`src/rtl/can_fifo_requester_pkg.sv`:
```
// Shared types and constants for the CAN-side write_fifo/read_fifo requester.
package can_req_pkg;

  localparam logic [31:0] CMD_EMPTY = 32'hFFFF_FFFF;

  typedef enum logic [2:0] {
    IDLE,
    WR_ISSUE,
    WR_HOLD,
    WR_GAP,
    RD_ISSUE,
    RD_WAIT,
    RD_SAMPLE,
    RD_DROP
  } req_state_t;

  typedef enum logic {
    DIR_WR,
    DIR_RD
  } dir_t;

endpackage

```
`src/rtl/can_fifo_requester_if.sv`:
```
// Requester <-> AHB-to-CAN control unit handshake: sensor-FIFO push and command-FIFO fetch.
interface can_fifo_requester_if;

  logic        write_fifo;
  logic [31:0] rx_data;
  logic        read_fifo;
  logic [31:0] tx_data;

  modport master (output write_fifo, rx_data, read_fifo, input tx_data);
  modport slave  (input write_fifo, rx_data, read_fifo, output tx_data);

endinterface

```
`src/rtl/can_fifo_requester_rx_queue.sv`:
```
// Synchronous receive-frame FIFO; pointers wrap naturally since DEPTH is a power of two.
module can_rx_queue #(
  parameter int unsigned DEPTH = 4
) (
  input  logic        clk,
  input  logic        n_rst,
  input  logic        push,
  input  logic        pop,
  input  logic [31:0] din,
  output logic        full,
  output logic        empty,
  output logic [31:0] head
);

  localparam int unsigned AW = $clog2(DEPTH);
  localparam int unsigned CW = AW + 1;

  logic [31:0]   mem [DEPTH];
  logic [AW-1:0] wr_ptr;
  logic [AW-1:0] rd_ptr;
  logic [CW-1:0] count;
  logic          do_push;
  logic          do_pop;

  assign full    = (count == CW'(DEPTH));
  assign empty   = (count == '0);
  assign head    = mem[rd_ptr];
  assign do_push = push & ~full;
  assign do_pop  = pop & ~empty;

  always_ff @(posedge clk) begin
    if (do_push) mem[wr_ptr] <= din;
  end

  always_ff @(posedge clk or negedge n_rst) begin
    if (!n_rst) begin
      wr_ptr <= '0;
      rd_ptr <= '0;
      count  <= '0;
    end else begin
      if (do_push) wr_ptr <= wr_ptr + 1'b1;
      if (do_pop)  rd_ptr <= rd_ptr + 1'b1;
      case ({do_push, do_pop})
        2'b10:   count <= count + 1'b1;
        2'b01:   count <= count - 1'b1;
        default: count <= count;
      endcase
    end
  end

endmodule

```
`src/rtl/can_fifo_requester.sv`:
```
// CAN-side initiator: pushes queued frames to the sensor FIFO and fetches commands, one request at a time.
// Optional CAN_REQ_STATS_EN builds saturating drop/empty-fetch counters; otherwise those ports read 0.
module can_fifo_requester #(
  parameter int unsigned RXQ_DEPTH = 4,
  parameter logic [31:0] CMD_EMPTY = 32'hFFFF_FFFF
) (
  input  logic                    clk,
  input  logic                    n_rst,
  input  logic                    rx_frame_valid,
  input  logic [31:0]             rx_frame,
  output logic                    rx_frame_ready,
  input  logic                    tx_req,
  output logic                    cmd_valid,
  output logic [31:0]             cmd_word,
  input  logic                    cmd_ack,
  output logic                    cmd_none,
  can_fifo_requester_if.master    cu,
  output logic                    busy,
  output logic [15:0]             drop_count,
  output logic [15:0]             empty_count
);

  import can_req_pkg::*;

  req_state_t  state, next_state;
  dir_t        last_dir;
  logic        q_full, q_empty;
  logic [31:0] q_head;
  logic [31:0] rx_data_q;
  logic        write, read;
  logic        wr_elig, rd_elig;

  can_rx_queue #(.DEPTH(RXQ_DEPTH)) u_rxq (
    .clk   (clk),
    .n_rst (n_rst),
    .push  (rx_frame_valid),
    .pop   (state == WR_HOLD),
    .din   (rx_frame),
    .full  (q_full),
    .empty (q_empty),
    .head  (q_head)
  );

  assign rx_frame_ready = ~q_full;
  assign wr_elig        = ~q_empty;
  assign rd_elig        = tx_req & ~cmd_valid;

  always_comb begin
    next_state = state;
    write      = 1'b0;
    read       = 1'b0;
    cmd_none   = 1'b0;
    case (state)
      IDLE: begin
        if (wr_elig && (!rd_elig || last_dir == DIR_RD)) next_state = WR_ISSUE;
        else if (rd_elig)                                next_state = RD_ISSUE;
      end
      WR_ISSUE:  begin write = 1'b1; next_state = WR_HOLD; end
      WR_HOLD:   next_state = WR_GAP;
      WR_GAP:    next_state = IDLE;
      RD_ISSUE:  begin read = 1'b1; next_state = RD_WAIT; end
      RD_WAIT:   begin read = 1'b1; next_state = RD_SAMPLE; end
      RD_SAMPLE: begin
        read       = 1'b1;
        cmd_none   = (cu.tx_data == CMD_EMPTY);
        next_state = RD_DROP;
      end
      RD_DROP:   next_state = IDLE;
      default:   next_state = IDLE;
    endcase
  end

  // busy also covers the IDLE cycle that launches a transaction
  assign busy = (state != IDLE) | (next_state != IDLE);

  always_ff @(posedge clk or negedge n_rst) begin
    if (!n_rst) begin
      state     <= IDLE;
      last_dir  <= DIR_RD;
      rx_data_q <= '0;
      cmd_valid <= 1'b0;
      cmd_word  <= '0;
    end else begin
      state <= next_state;
      if (state == IDLE && next_state == WR_ISSUE) begin
        last_dir  <= DIR_WR;
        rx_data_q <= q_head;
      end else if (state == IDLE && next_state == RD_ISSUE) begin
        last_dir <= DIR_RD;
      end
      if (state == RD_SAMPLE && !cmd_none) begin
        cmd_word  <= cu.tx_data;
        cmd_valid <= 1'b1;
      end else if (cmd_ack && cmd_valid) begin
        cmd_valid <= 1'b0;
      end
    end
  end

  assign cu.write_fifo = write;
  assign cu.read_fifo  = read;
  assign cu.rx_data    = rx_data_q;

`ifdef CAN_REQ_STATS_EN
  logic [15:0] drop_q, empty_q;

  always_ff @(posedge clk or negedge n_rst) begin
    if (!n_rst) begin
      drop_q  <= '0;
      empty_q <= '0;
    end else begin
      if (rx_frame_valid && q_full && drop_q != '1) drop_q  <= drop_q + 1'b1;
      if (cmd_none && empty_q != '1)                empty_q <= empty_q + 1'b1;
    end
  end

  assign drop_count  = drop_q;
  assign empty_count = empty_q;
`else
  assign drop_count  = '0;
  assign empty_count = '0;
`endif

endmodule

```
`src/flat_wrapper.sv`:
```
// flat-port wrapper written by rule: the top's interface ports become plain ports
module can_fifo_requester_flat import can_req_pkg::*;
#(
  parameter int unsigned RXQ_DEPTH = 4,
  parameter logic [31:0] CMD_EMPTY = 32'hFFFF_FFFF
)
  (clk, n_rst, rx_frame_valid, rx_frame, rx_frame_ready, tx_req, cmd_valid, cmd_word, cmd_ack, cmd_none, busy, drop_count, empty_count, cu_write_fifo, cu_rx_data, cu_read_fifo, cu_tx_data);
  can_fifo_requester_if cu_i ();
  input  logic clk;
  input  logic n_rst;
  input  logic rx_frame_valid;
  input  logic [31:0] rx_frame;
  output logic rx_frame_ready;
  input  logic tx_req;
  output logic cmd_valid;
  output logic [31:0] cmd_word;
  input  logic cmd_ack;
  output logic cmd_none;
  output logic busy;
  output logic [15:0] drop_count;
  output logic [15:0] empty_count;
  output wire logic [$bits(cu_i.write_fifo)-1:0] cu_write_fifo;
  output wire logic [$bits(cu_i.rx_data)-1:0] cu_rx_data;
  output wire logic [$bits(cu_i.read_fifo)-1:0] cu_read_fifo;
  input wire logic [$bits(cu_i.tx_data)-1:0] cu_tx_data;
  assign cu_write_fifo = cu_i.write_fifo;
  assign cu_rx_data = cu_i.rx_data;
  assign cu_read_fifo = cu_i.read_fifo;
  assign cu_i.tx_data = cu_tx_data;
  can_fifo_requester #(.RXQ_DEPTH(RXQ_DEPTH), .CMD_EMPTY(CMD_EMPTY)) u_core (.clk(clk), .n_rst(n_rst), .rx_frame_valid(rx_frame_valid), .rx_frame(rx_frame), .rx_frame_ready(rx_frame_ready), .tx_req(tx_req), .cmd_valid(cmd_valid), .cmd_word(cmd_word), .cmd_ack(cmd_ack), .cmd_none(cmd_none), .cu(cu_i), .busy(busy), .drop_count(drop_count), .empty_count(empty_count));
endmodule
```
`config.mk`:
```
export PLATFORM = sky130hd
export DESIGN_NAME = can_fifo_requester_flat
export DESIGN_NICKNAME = d
export VERILOG_FILES = /design/src/rtl/can_fifo_requester_pkg.sv /design/src/rtl/can_fifo_requester_if.sv /design/src/rtl/can_fifo_requester_rx_queue.sv /design/src/rtl/can_fifo_requester.sv /design/src/flat_wrapper.sv
export SDC_FILE = /design/constraint.sdc
export NUM_CORES = 1
export LEC_CHECK = 0
export ABC_AREA = 1
export CORE_MARGIN = 2
export CORE_UTILIZATION = 30
export CTS_BUF_LIST = sky130_fd_sc_hd__clkbuf_4
export DETAILED_ROUTE_END_ITERATION = 8
export GPL_ROUTABILITY_DRIVEN = 0
export SLEW_MARGIN = 20
export SYNTH_ARGS = -nofsm -noshare
export SYNTH_HDL_FRONTEND = slang
export SYNTH_SLANG_ARGS = --single-unit
```
`constraint.sdc`:
```
create_clock -name clk -period 3.8 [get_ports clk]
set_clock_uncertainty 0.2 [all_clocks]
set_input_delay 0.57 -clock clk [delete_from_list [all_inputs] [get_ports clk]]
set_output_delay 0.57 -clock clk [all_outputs]
set_load 0.01 [all_outputs]
```
==> flow_metrics.py <==
metrics = {
    "power_and_ir_drop": {
        "pwr-share-clk": 0.233,
        "p_total_uw": 8520,
        "power_density_nw_per_um2": 788,
        "pwr-share-seq": 0.394,
        "cellLeakagePower_uw": 0.00436,
        "netSwitchingPower_uw": 2950,
        "p_int_uw": 5570,
        "p_sw_frac": 0.346,
        "peakVddDrop_uv": 433,
        "p_comb_frac": 0.374,
    },
    "cells_and_area": {
        "drive_gt1_frac": 0.172,
        "nNetsFinal": 952,
        "design_area_sq_um": 10800,
        "final_util": 0.392,
        "syn_to_final_growth_pct": 29.1,
        "fill_cells": 2714,
    },
    "grt": {
        "grt_max_degree": 66,
        "grt_pass1_wl_mm": 29.2,
        "antenna_found_initial": 1,
        "first_global_vias": 5588,
        "grt_usage": 0.129,
        "grt.overflow.total": 0,
    },
    "hold_path": {
        "hold_class": "in -> async",
    },
    "placement": {
        "hpwl_mm": 11.7,
        "portBuffers": 138,
        "place_area_sq_um": 10100,
    },
    "timing": {
        "maxSlewViolCount": 0,
        "period_share": 0.866,
        "hold_ws_ns": 0.271,
        "worstMarginPinSlew_ns": 0.846,
        "fmax_ghz": 0.304,
        "rsz0062_at_grt": "false",
        "setup_tns_ns": 0,
        "max_slew_margin": 0.436,
        "finalSetupViolCount": 0,
        "timing_hold_violations_final": 0,
        "period_needed_ns": 3.29,
    },
    "yosys": {
        "netlist_area_sq_um": 8380,
        "syn_area_per_cell_sq_um": 12.0,
        "synth_top_area_share": 0.459,
        "ys_seq_area_frac": 0.686,
        "synth_area_leaders": "edfxtp_1, dfrtp_1, nand2_1",
        "yosys_register_bits": 204,
        "yosys.area.top_type": "edfxtp_1",
        "yosys.cell_types.count": 27,
        "synth_cells": 699,
        "ys_warn_count": 0,
    },
    "critical_path": {
        "start_kind": "flip-flop",
        "ff2ff_setup_slack_ns": 1.32,
        "startpoint": "u_core.state[0]$_DFF_PN0_",
        "end_kind": "output port",
        "critPathMaxFanout": 4,
        "path_class": "reg -> out",
        "crit_arrival_ns": 2.52,
        "r2r_start": "u_core.u_rxq.count[0]$_DFFE_PN0P_",
        "worstPathRequired_ns": 3.03,
    },
    "run_status": {
        "status": "finished clean",
    },
    "clock_network": {
        "numCtsBuffers": 54,
        "clk_latency_ns": 0.67,
        "cts.path.max_buffers": 3,
        "post-cts-setup-buffers": 0,
        "cts_sinks": 204,
        "cts-root-buf": "clkbuf_4",
        "htreeDepth": 2,
        "clk_pin_slew_worst_paths_ns": 0.07,
        "cts_tree": "built",
        "cts_resized": 0,
    },
    "floorplan": {
        "die_x_um": 171,
        "die_area_sq_um": 29300,
        "num_rows": 61,
        "die_h_um": 171,
        "ios": 171,
        "start_util": 0.303,
        "core_sq_um": 27600,
    },
    "run": {
        "cap_violations": 0,
    },
    "detailed_routing": {
        "drt-pass1-iter-count": 4,
        "drcViolationCount": 0,
        "drt_iter0_drc": 265,
        "vias_per_cell": 4.29,
        "ant_nets": 0,
        "vias": 5568,
        "drt-total-wl_mm": 18.6,
        "wl_per_cell_um": 14.4,
    },
}
[synth_stat cells (all sizes together)]
cell,n
a21oi,36
buf,57
nand3,21
nand4,2
edfxtp,128
inv,41
ha,9
fa,1
nor2,16
a32o,32
o21ai,53
xor2,3
nor3,8
conb,1
xnor2,1
clkbuf,9
nand2,205
dfrtp,75
dfstp,1
[final cells by class]
cell class / instances / area (sq um) / area share
sequential: 204 / 5750 / 0.531
multi-input combinational: 419 / 2190 / 0.202
timing repair buffer: 153 / 1510 / 0.139
clock buffer: 92 / 691 / 0.0638
tap: 378 / 473 / 0.0437
inverter: 41 / 156 / 0.0145
clock inverter: 9 / 57.6 / 0.00532
antenna: 1 / 2.50 / 0.000231
[worst max-delay path, cell delays in order, from the launching register on]
cell and delay, ns:
dfrtp_1 0.40, inv_1 0.08, ha_1 0.22, o21ai_1 0.22, nand2_2 0.09, nor2_2 0.12, nand2_2 0.07, nand4_1 0.10
clkdlybuf4s50_1 0.58
[metrics by stage]
stage | std cells | setup WS [ns]
6_report | 1297 | 0.508
5_1_grt | 1296 | 0.305
4_1_cts | 1296 | 0.406
3_5_place_dp | 1194 | 0.514
3_3_place_gp | 1194 | 0.486
2_1_floorplan | 730 | 1.05
[power by group through the flow]
| stage | clock network (uW) | registers, uW | logic [uW] |
|---|---|---|---|
| after global placement | 0 | 3380 | 3250 |
| after global routing | 2180 | 3430 | 3590 |
| final | 1980 | 3350 | 3180 |
| after detailed placement | 0 | 3400 | 3260 |
| after floorplan | 0 | 3550 | 1750 |
| after CTS | 2080 | 3360 | 3270 |
[cells by family (layout without fill, tap and decap cells)]
group / count (synthesis) / count (layout) / share of synthesized area
DFF: 204 / 204 / 0.686
adders and majority gates: 10 / 10 / 0.0158
buffers and inverters: 107 / 295 / 0.0714
xor gates and xnor gates: 4 / 4 / 0.00418
and+or+nand+nor: 252 / 252 / 0.120
other: 1 / 33 / 0.000448
AOI/OAI and AO/OA: 121 / 121 / 0.102
[state kept, by name (all words and copies together), names as in the netlist]
register             count
u_core.u_rxq.mem       128
u_core.cmd_word         32
u_core.cu.rx_data       32
u_core.state             3
u_core.u_rxq.count       3
u_core.u_rxq.rd_ptr      2
u_core.u_rxq.wr_ptr      2
u_core.cmd_valid         1
u_core.last_dir          1
[final timing paths]
kind / to / cells past startpoint
max: busy / 8
min: u_core.cu.rx_data[31]$_DFFE_PN0P_ / 2
max reg2reg: u_core.u_rxq.count[2]$_DFFE_PN0P_ / 9
min reg2reg: u_core.cmd_word[24]$_DFFE_PN0P_ / 2
max in group asynchronous: u_core.cu.rx_data[5]$_DFFE_PN0P_ / 3
min in group clk: u_core.cmd_word[24]$_DFFE_PN0P_ / 2
[per-layer routing]
layer  vias to the layer above  GRT usage  share of wire
met2                       209      0.224           0.48
met1                      2580      0.150           0.42
met3                        40     0.0386          0.080
met5                         -          0              0
li1                       2739          -              -
met4                         0     0.0479          0.021
[what timing repair did]
action                                  CTS  global route
hold buffers                              1             0
hold endpoints to repair                 45             0
endpoints found under the setup margin    0             0
[layout by cell type, fill, tap and decap left out, drive strengths merged, types with 2 or more instances in the layout]
cell type      count
a21oi             36
nand2            205
nand4              2
buf               15
xor2               3
nand3             21
dfrtp             75
nor3               8
clkdlybuf4s50    137
ha                 9
clkinv             7
nor2              16
clkbuf            92
o21ai             53
conb              32
inv               42
edfxtp           128
a32o              32
Power figures use the tool's default switching activity.
